### config.mk
export PLATFORM = sky130hd
export DESIGN_NAME = seg_disp_sched
export DESIGN_NICKNAME = d
export VERILOG_FILES = /design/src/rtl/seg_disp_sched.sv
export SDC_FILE = /design/constraint.sdc
export NUM_CORES = 1
export LEC_CHECK = 0
export ABC_AREA = 1
export CAP_MARGIN = 20
export CORE_UTILIZATION = 59
export CTS_CLUSTER_DIAMETER = 120
export DETAILED_ROUTE_END_ITERATION = 6
export PLACE_DENSITY = 0.85
export SKIP_CTS_REPAIR_TIMING = 1
export SLEW_MARGIN = 10
export SYNTH_ARGS = -nofsm -noshare
export SYNTH_HDL_FRONTEND = slang
export SYNTH_SLANG_ARGS = --single-unit
### constraint.sdc
create_clock -name clk -period 6.75 [get_ports clk]
set_input_delay 1.35 -clock clk [delete_from_list [all_inputs] [get_ports clk]]
set_output_delay 1.35 -clock clk [all_outputs]
set_load 0.1 [all_outputs]
### src/rtl/seg_disp_sched.sv
// seg_disp_sched: display scheduler for an 8-digit serial 7-segment display behind a
// 74HC595-style shift chain. It holds four 32-bit channels, picks one as the page
// (debounced key, optional auto-scroll), snapshots it per frame and serialises each digit.
// Optional feature macro: SEG_AUTO_SCROLL_EN (auto page advance every AUTO_FRAMES frames).
module seg_disp_sched #(
    parameter int unsigned CLK_DIV     = 4,
    parameter int unsigned DB_CYC      = 250000,
    parameter int unsigned AUTO_FRAMES = 200
) (
    input  logic         clk,
    input  logic         rst_n,
    input  logic         key_n,
    input  logic [3:0]   ch_en,
    input  logic [3:0]   ch_vld,
    input  logic [127:0] ch_data,
    output logic         ds,
    output logic         shclk,
    output logic         stclk,
    output logic [1:0]   page,
    output logic         frame_done
);

    localparam int unsigned DivW = (CLK_DIV > 1) ? $clog2(CLK_DIV) : 1;
    localparam int unsigned DbW  = $clog2(DB_CYC + 1);

    // Next enabled index after cur (wrapping); cur itself when no other index is enabled.
    function automatic logic [1:0] next_page(input logic [1:0] cur, input logic [3:0] en);
        logic [1:0] res;
        logic [1:0] idx;
        res = cur;
        for (int k = 3; k >= 1; k--) begin
            idx = cur + 2'(k);
            if (en[idx]) res = idx;
        end
        return res;
    endfunction

    logic [DivW-1:0]      div_cnt_q, div_cnt_d;
    logic                 tick;
    logic [5:0]           slot_q, slot_d;
    logic [2:0]           digit_q, digit_d;
    logic                 frame_start;
    logic [3:0][31:0]     held_q, held_d;
    logic [31:0]          shadow_q, shadow_d;
    logic [1:0]           page_q, page_d;
    logic [1:0]           nxt_page;
    logic [1:0]           snap_page;
    logic                 fix_now;
    logic                 ds_q, ds_d;
    logic                 shclk_q, shclk_d;
    logic                 stclk_q, stclk_d;
    logic                 frame_done_q, frame_done_d;
    logic [3:0]           nib;
    logic [7:0]           seg_pat;
    logic [7:0]           pat;
    logic [7:0]           sel;
    logic [15:0]          word;
    logic [1:0]           sync_q, sync_d;
    logic                 lvl_q, lvl_d;
    logic                 acc_q, acc_d;
    logic [DbW-1:0]       db_cnt_q, db_cnt_d;
    logic                 press;
    logic                 auto_adv;

    assign tick        = (div_cnt_q == DivW'(CLK_DIV - 1));
    assign frame_start = tick && (slot_q == 6'd0) && (digit_q == 3'd0);

    // Tick divider and slot/digit position counters.
    always_comb begin
        div_cnt_d = tick ? '0 : div_cnt_q + DivW'(1);
        slot_d    = slot_q;
        digit_d   = digit_q;
        if (tick) begin
            if (slot_q == 6'd33) begin
                slot_d  = 6'd0;
                digit_d = digit_q + 3'd1;
            end else begin
                slot_d = slot_q + 6'd1;
            end
        end
    end

    // Page selection; a disabled page is corrected at the frame boundary before the snapshot.
    always_comb begin
        nxt_page  = next_page(page_q, ch_en);
        fix_now   = frame_start && !ch_en[page_q];
        snap_page = fix_now ? nxt_page : page_q;
        page_d    = (press || auto_adv || fix_now) ? nxt_page : page_q;
    end

    // Channel holding registers and the per-frame shadow snapshot.
    always_comb begin
        held_d = held_q;
        for (int i = 0; i < 4; i++) begin
            if (ch_vld[i]) held_d[i] = ch_data[32*i +: 32];
        end
        // Snapshot reads held_q, so a same-cycle update lands in the following frame.
        shadow_d = frame_start ? held_q[snap_page] : shadow_q;
    end

    // Digit word: select byte over an active-low hex pattern, shifted out LSB first.
    always_comb begin
        nib = shadow_d[{digit_q, 2'b00} +: 4];
        case (nib)
            4'h0:    seg_pat = 8'h03;
            4'h1:    seg_pat = 8'h9F;
            4'h2:    seg_pat = 8'h25;
            4'h3:    seg_pat = 8'h0D;
            4'h4:    seg_pat = 8'h99;
            4'h5:    seg_pat = 8'h49;
            4'h6:    seg_pat = 8'h41;
            4'h7:    seg_pat = 8'h1F;
            4'h8:    seg_pat = 8'h01;
            4'h9:    seg_pat = 8'h09;
            4'hA:    seg_pat = 8'h11;
            4'hB:    seg_pat = 8'hC1;
            4'hC:    seg_pat = 8'h63;
            4'hD:    seg_pat = 8'h85;
            4'hE:    seg_pat = 8'h61;
            default: seg_pat = 8'h71;
        endcase
        pat  = (ch_en == 4'd0) ? 8'hFF : seg_pat;
        sel  = 8'd1 << digit_q;
        word = {sel, pat};
    end

    // Serial output sequencing within a 34-tick digit slot.
    always_comb begin
        ds_d         = ds_q;
        shclk_d      = shclk_q;
        stclk_d      = stclk_q;
        frame_done_d = tick && (slot_q == 6'd33) && (digit_q == 3'd7);
        if (tick) begin
            if (!slot_q[5]) begin
                if (!slot_q[0]) begin
                    ds_d    = word[slot_q[4:1]];
                    shclk_d = 1'b0;
                end else begin
                    shclk_d = 1'b1;
                end
            end else if (slot_q == 6'd32) begin
                stclk_d = 1'b1;
            end else begin
                stclk_d = 1'b0;
            end
        end
    end

    // Key synchroniser and debounce; a press is an accepted high-to-low change.
    always_comb begin
        sync_d   = {sync_q[0], key_n};
        lvl_d    = lvl_q;
        db_cnt_d = db_cnt_q;
        acc_d    = acc_q;
        press    = 1'b0;
        if (sync_q[1] != lvl_q) begin
            lvl_d    = sync_q[1];
            db_cnt_d = '0;
        end else if (db_cnt_q != DbW'(DB_CYC)) begin
            db_cnt_d = db_cnt_q + DbW'(1);
        end
        if ((db_cnt_q == DbW'(DB_CYC)) && (acc_q != lvl_q)) begin
            acc_d = lvl_q;
            press = acc_q && !lvl_q;
        end
    end

`ifdef SEG_AUTO_SCROLL_EN
    localparam int unsigned FcW = $clog2(AUTO_FRAMES + 1);

    logic [FcW-1:0] frame_cnt_q, frame_cnt_d;

    // Frame counter for auto-scroll; a press restarts the dwell time.
    always_comb begin
        frame_cnt_d = frame_cnt_q;
        auto_adv    = 1'b0;
        if (press) begin
            frame_cnt_d = '0;
        end else if (frame_done_q) begin
            if (frame_cnt_q == FcW'(AUTO_FRAMES - 1)) begin
                frame_cnt_d = '0;
                auto_adv    = 1'b1;
            end else begin
                frame_cnt_d = frame_cnt_q + FcW'(1);
            end
        end
    end

    // Auto-scroll frame counter register.
    always_ff @(posedge clk or negedge rst_n) begin
        if (!rst_n) frame_cnt_q <= '0;
        else        frame_cnt_q <= frame_cnt_d;
    end
`else
    logic unused_auto_frames;
    assign unused_auto_frames = ^(32'(AUTO_FRAMES));
    assign auto_adv           = 1'b0;
`endif

    // State registers.
    always_ff @(posedge clk or negedge rst_n) begin
        if (!rst_n) begin
            div_cnt_q    <= '0;
            slot_q       <= '0;
            digit_q      <= '0;
            held_q       <= '0;
            shadow_q     <= '0;
            page_q       <= '0;
            ds_q         <= 1'b0;
            shclk_q      <= 1'b0;
            stclk_q      <= 1'b0;
            frame_done_q <= 1'b0;
            sync_q       <= 2'b11;
            lvl_q        <= 1'b1;
            acc_q        <= 1'b1;
            db_cnt_q     <= '0;
        end else begin
            div_cnt_q    <= div_cnt_d;
            slot_q       <= slot_d;
            digit_q      <= digit_d;
            held_q       <= held_d;
            shadow_q     <= shadow_d;
            page_q       <= page_d;
            ds_q         <= ds_d;
            shclk_q      <= shclk_d;
            stclk_q      <= stclk_d;
            frame_done_q <= frame_done_d;
            sync_q       <= sync_d;
            lvl_q        <= lvl_d;
            acc_q        <= acc_d;
            db_cnt_q     <= db_cnt_d;
        end
    end

    assign ds         = ds_q;
    assign shclk      = shclk_q;
    assign stclk      = stclk_q;
    assign page       = page_q;
    assign frame_done = frame_done_q;

endmodule

Yosys cells after proc, flatten, opt, wreduce, memory -nomap -nowiden
Memories as Yosys holds them, arrays and structs flattened.
Index checks and enable logic that the tools add are counted.
Widths: inputs -> output; s select.
Cells by class
  add/subtract/negate cells: 7
  $mul: 0
  divide/modulo/power cells: 0
  magnitude comparators: 6
  eq/ne operators: 8
  shift operators: 2
  muxes and demuxes: 25
  bitwise operators: 2
  reduce and logical (&&, ||, !) cells: 18
Operators with widths (count)
  $bmux 32 s2: 1
  $mux 32: 2
  $mux 18: 2
  $shiftx 32x6->4: 1
  $add 18x1->18 const B: 1
  $eq 18x18->1 const B: 1
  $ne 18x18->1 const B: 1
  $lt 2x3->1 const B: 5
  $eq 6x6->1 const B: 2
  $mux 2: 5
  $bmux 1 s2: 4
  $mux 1: 8
  $mux 8: 1
  $shl 1x3->8 const A: 1
  $logic_and 1x1->1: 7
  $add 6x1->6 const B: 1
  $logic_not 6->1: 1
  $mux 6: 1
  $reduce_and 2->1: 3
  $lt 4x5->1 const B: 1
  $add 2x1->2 const B: 2
  $add 2x2->2 const B: 2
  $bmux 1 s4: 1
  $logic_not 4->1: 1
  other kinds (10): 13
Storage, ports and cells
  register bits after elaboration: 199
  latch bits: 0
  RAM bits: 0
  bits in read-only memories: 112
  input bits: 139
  logic and storage cells: 86
  memories kept: 1
Memory list
  (no name shown): depth 16, width 7, read ports 1, clocked after memory_dff 0, write ports 0, RTL line 104  | case (nib)

Depth between registers and ports, before layout
An unclocked memory read counts as a cell.
  depth in word-level cells: 15
  depth in mapped cells: 33
  gate-level depth less buffers: 30

Worst setup path after synthesis
OpenSTA, ideal clock, no wires.
  path kind: input port to flip-flop
  from: input ch_en[1]
  to: register ds_q, in the netlist ds
  library setup time: 0.120 ns
  data arrival time: 3.778 ns
  required time: 6.630 ns
  path slack: 2.852 ns
  stages on the path: 30
  buffers on the path: 2
  path through: inv_1 > o21ai_1 > nand2_1 > nand2_1 > nand2_1 > nand2_1 > nand2_2 > nand3_4 > buf_2 > buf_4 > nand3_1 > nand3_1 > nand2_1 > o21ai_1 > nand2_1 > nand3_1 > nand3_1 > nand2_1 > inv_1 > ha_1 > nand3_1 > nand3_1 > nand2_1 > nand2_1 > nand2_1 > inv_1 > nand2_1 > nand3_1 > nand2_1 > nand2_1
Between the ends
  longest elaborated chain between the ends: 14
Ends and longest elaborated chain
  start: declaration: RTL line 13  | input logic [3:0] ch_en,
  $bmux 1 s2: RTL line 33  | if (en[idx]) res = idx;
  $mux 1 (not written as such): RTL line 33
  $mux 2 (3 in series): RTL line 33
  $mux 2: RTL line 87  | snap_page = fix_now ? nxt_page : page_q;
  $bmux 32 s2: RTL line 98  | shadow_d = frame_start ? held_q[snap_page] : shadow_q;
  $mux 32 (not written as such): RTL line 98
  $mux 32: RTL line 98
  $shiftx 32x6->4: RTL line 103  | nib = shadow_d[{digit_q, 2'b00} +: 4];
  $mem_v2 16x7
  $mux 8 (*): RTL line 122  | pat = (ch_en == 4'd0) ? 8'hFF : seg_pat;
  $bmux 1 s4 (*): RTL line 136  | ds_d = word[slot_q[4:1]];
  $mux 1 (not written as such) (*): RTL line 136
  end signal: assignment: RTL line 224  | ds_q <= ds_d;
  end: declaration: RTL line 49  | logic ds_q, ds_d;
Mark *: on every way between the ends. The rest lies on a longest branch, timed or not. The select of a mux whose other input is x is not followed.
A chain may end at the register's enable or synchronous reset.

Final worst setup path
  from: input ch_en[2]
  to: register ds_q, in the netlist ds
Same word-level chain as after synthesis.

==> flow_summary.toml <==
[pwr]
switching_share_pct = 29.7
p_clk_share_pct = 36.8
pwr-share-comb_pct = 16.7
max-vdd-ir-drop_v = 0.000181
p_leak_nw = 5.93
p_per_area_mw_per_mm2 = 235
seq_power_share_pct = 46.5
p_sw_uw = 853
internal_power_mw = 2.02

[clock_network]
clkSinkCount = 199
htreeDepth = 4
clock_latency_ns = 0.45
cts_tree = "built"
cts_buffer_depth = 2
numCtsBuffers = 17
path_clk_slew_ns = 0.08
clockRootBuffer = "clkbuf_16"

[sta]
slew_viol_final = 0
hold_violations = 0
tightest_slew_ns = 1.08
maxSlewHeadroom_pct = 27.7
skew_ns = 0.0127
period_needed_ns = 4.77
layout_worst_path_cycle_share_pct = 70.7
fmax_mhz = 210
fin_tns_setup_ns = 0
setup_viol = 0
rsz0062_at_grt = "no"
fin_ws_ns = 1.98

[place]
dp.cells = 1573
portBuffers = 144
place_congestion = 0.857
dp_hpwl_um = 16900
pre_cts_ws_ns = 1.62

[routing]
vias = 8880
viasPerCell = 5.53
drc_errors = 2
avgRoutedWirePerCell_um = 15.7
ant_nets = 0
first_pass_iters = 7
routed_wl_um = 25200
first_iter_violations = 795

[global_routing]
grt_max_degree = 84
grt_pass1_vias = 8722
grt_pass1_wl_um = 42000
antenna_found_initial = 0
grt_remaining_overflow = 0
grt.total_usage_pct = 29.9

[layout]
antenna_cells = 0
n_fill_cell = 1225
final_layout_size_suffix_gt1_share_pct = 8.88
multiInputGateArea_mm2 = 0.00423
synthToLayoutAreaGrowth_pct = 20.2
seqCellArea_mm2 = 0.00498
final_nets = 1530
fin_cells = 1605

[hold_path]
hp-class = "register to register"

[die]
ios = 145
dieWidth_um = 133
fp.dieH_um = 133
core_mm2 = 0.0167
die_area_mm2 = 0.0178
initial_utilization_pct = 60.9
rows = 47

[run_status]
violations = "design-rule violations"
status = "finished, violations left"

[synth]
synth.top_cell.area_share_pct = 48.0
synthDistinctLibCells = 40
ys_seq_elements = 199
synth_area_leaders = "dfrtp_1 (48%), nand2_1 (13%), nand3_1 (9.0%)"
yosysWarnings = 0
syn_area_per_cell_um2 = 8.04
syn_nets = 1423
syn_area_mm2 = 0.0102
syn_inst = 1265
synth_largest_area_cell = "dfrtp_1"
seq_area_frac_synth_pct = 49.0

[worst_setup_path]
cp_common_cell = "nand2_1"
critical_path_required_ns = 7.08
cp_slowest_stage_delay_ns = 0.48
crit_path_max_fanout = 31
slowest_stage = "clkdlybuf4s50_1"
arrival_ns = 5.10
end_kind = "register"
critPathKind = "input pin to register"
cp-start-kind = "input pin"

[flow_run]
drv_cap = 0
-- sequential cells by signal, indices dropped and copies added, names as in the netlist --
signal and cells:
ds 1, page 2, lvl_q 1, held_q 128, db_cnt_q 18, sync_q 2
stclk 1, frame_done 1, digit_q 3, shadow_q 32, acc_q 1, slot_q 6
shclk 1, div_cnt_q 2
-- critical path: cells and delay by family --
family / cells / cell delay [ns]
compound gates: 1 / 0.15
fa+ha+maj: 1 / 0.24
buf+inv: 6 / 1.11
simple gates: 24 / 2.24
-- power groups by stage --
stage | clock [mW] | sequential (mW) | combinational, mW
after global placement | 0 | 1.35 | 0.456
after global routing | 1.11 | 1.34 | 0.535
after CTS | 1.06 | 1.33 | 0.477
after floorplan | 0 | 1.36 | 0.283
final | 1.06 | 1.33 | 0.479
after detailed placement | 0 | 1.35 | 0.469
-- logic make-up after synthesis --
group / count (synthesis) / synth area share, %
AOI/OAI and AO/OA: 165 / 8.63
xor gates and xnor gates: 4 / 0.345
adders and majority gates: 19 / 2.34
buffers and inverters: 228 / 9.43
DFF: 199 / 49.0
muxes: 32 / 3.54
and+or+nand+nor: 618 / 26.7
-- synthesized netlist by cell type (all sizes together) --
| cell | count |
|---|---|
| a21boi | 6 |
| nor4 | 1 |
| a211oi | 1 |
| nor3 | 14 |
| buf | 29 |
| a31oi | 4 |
| o211ai | 2 |
| ha | 19 |
| xor2 | 3 |
| xnor2 | 1 |
| clkinv | 2 |
| a21oi | 18 |
| inv | 160 |
| dfrtp | 195 |
| or2 | 11 |
| dfstp | 4 |
| a41oi | 1 |
| nor2 | 35 |
| a2bb2oi | 1 |
| clkbuf | 37 |
| nand4 | 5 |
| o21a | 1 |
| nand3b | 2 |
| mux2 | 32 |
| nand2 | 360 |
| nand3 | 190 |
| o21ai | 130 |
| o31ai | 1 |
-- cells in the final DEF, fill, tap and decap left out, drive strengths merged, types with 6 or more instances in the layout --
cell type and n:
a21boi 6, a21oi 18, buf 14, clkbuf 19, clkdlybuf4s50 139, clkinv 8, dfrtp 195, ha 19
inv 168, mux2 32, nand2 360, nand3 190, nor2 35, nor3 14, o21ai 130, or2 11
-- final timing paths --
| kind | from | end | slack, ns | cells after the start |
|---|---|---|---|---|
| setup / recovery | ch_en[2] | ds$_DFFE_PN0P_ | 1.98 | 32 |
| hold / removal | sync_q[1]$_DFF_PN1_ | lvl_q$_DFFE_PN1N_ | 0.37 | 0 |
| setup reg to reg | digit_q[1]$_DFFE_PN0P_ | ds$_DFFE_PN0P_ | 2.10 | 28 |
| hold reg to reg | sync_q[1]$_DFF_PN1_ | lvl_q$_DFFE_PN1N_ | 0.37 | 0 |
| max in group asynchronous | rst_n | shadow_q[16]$_DFF_PN0_ | 4.43 | 2 |
| min in group asynchronous | rst_n | db_cnt_q[8]$_DFFE_PN0P_ | 0.93 | 1 |
-- per-stage QoR --
step                hold slack (ns)  cell area, µm²  util [%]  power [mW]
global route                  0.378           12200      73.2        2.99
global placement              0.353           11600      69.4        1.81
finish                        0.372           12200      73.2        2.87
detailed placement            0.355           11600      69.4        1.82
floorplan                     0.345           10200         -        1.64
CTS                           0.374           12200      73.2        2.87
-- area by class of cell --
class / instances / share of cell area [%]
inverter: 162 / 5.01
tap: 220 / 2.25
sequential: 199 / 40.8
clock buffer: 18 / 3.59
clock inverter: 14 / 1.54
multi-input combinational: 838 / 34.6
timing repair buffer: 154 / 12.3
-- metal layers --
metal	wire, µm	GRT usage, %	share of wire (%)
met2	12000	47.5	48
met1	10800	41.1	43
met5	0	0	0
met4	359	8.84	1.4
met3	1990	6.93	7.9
Power figures use the tool's default switching activity.
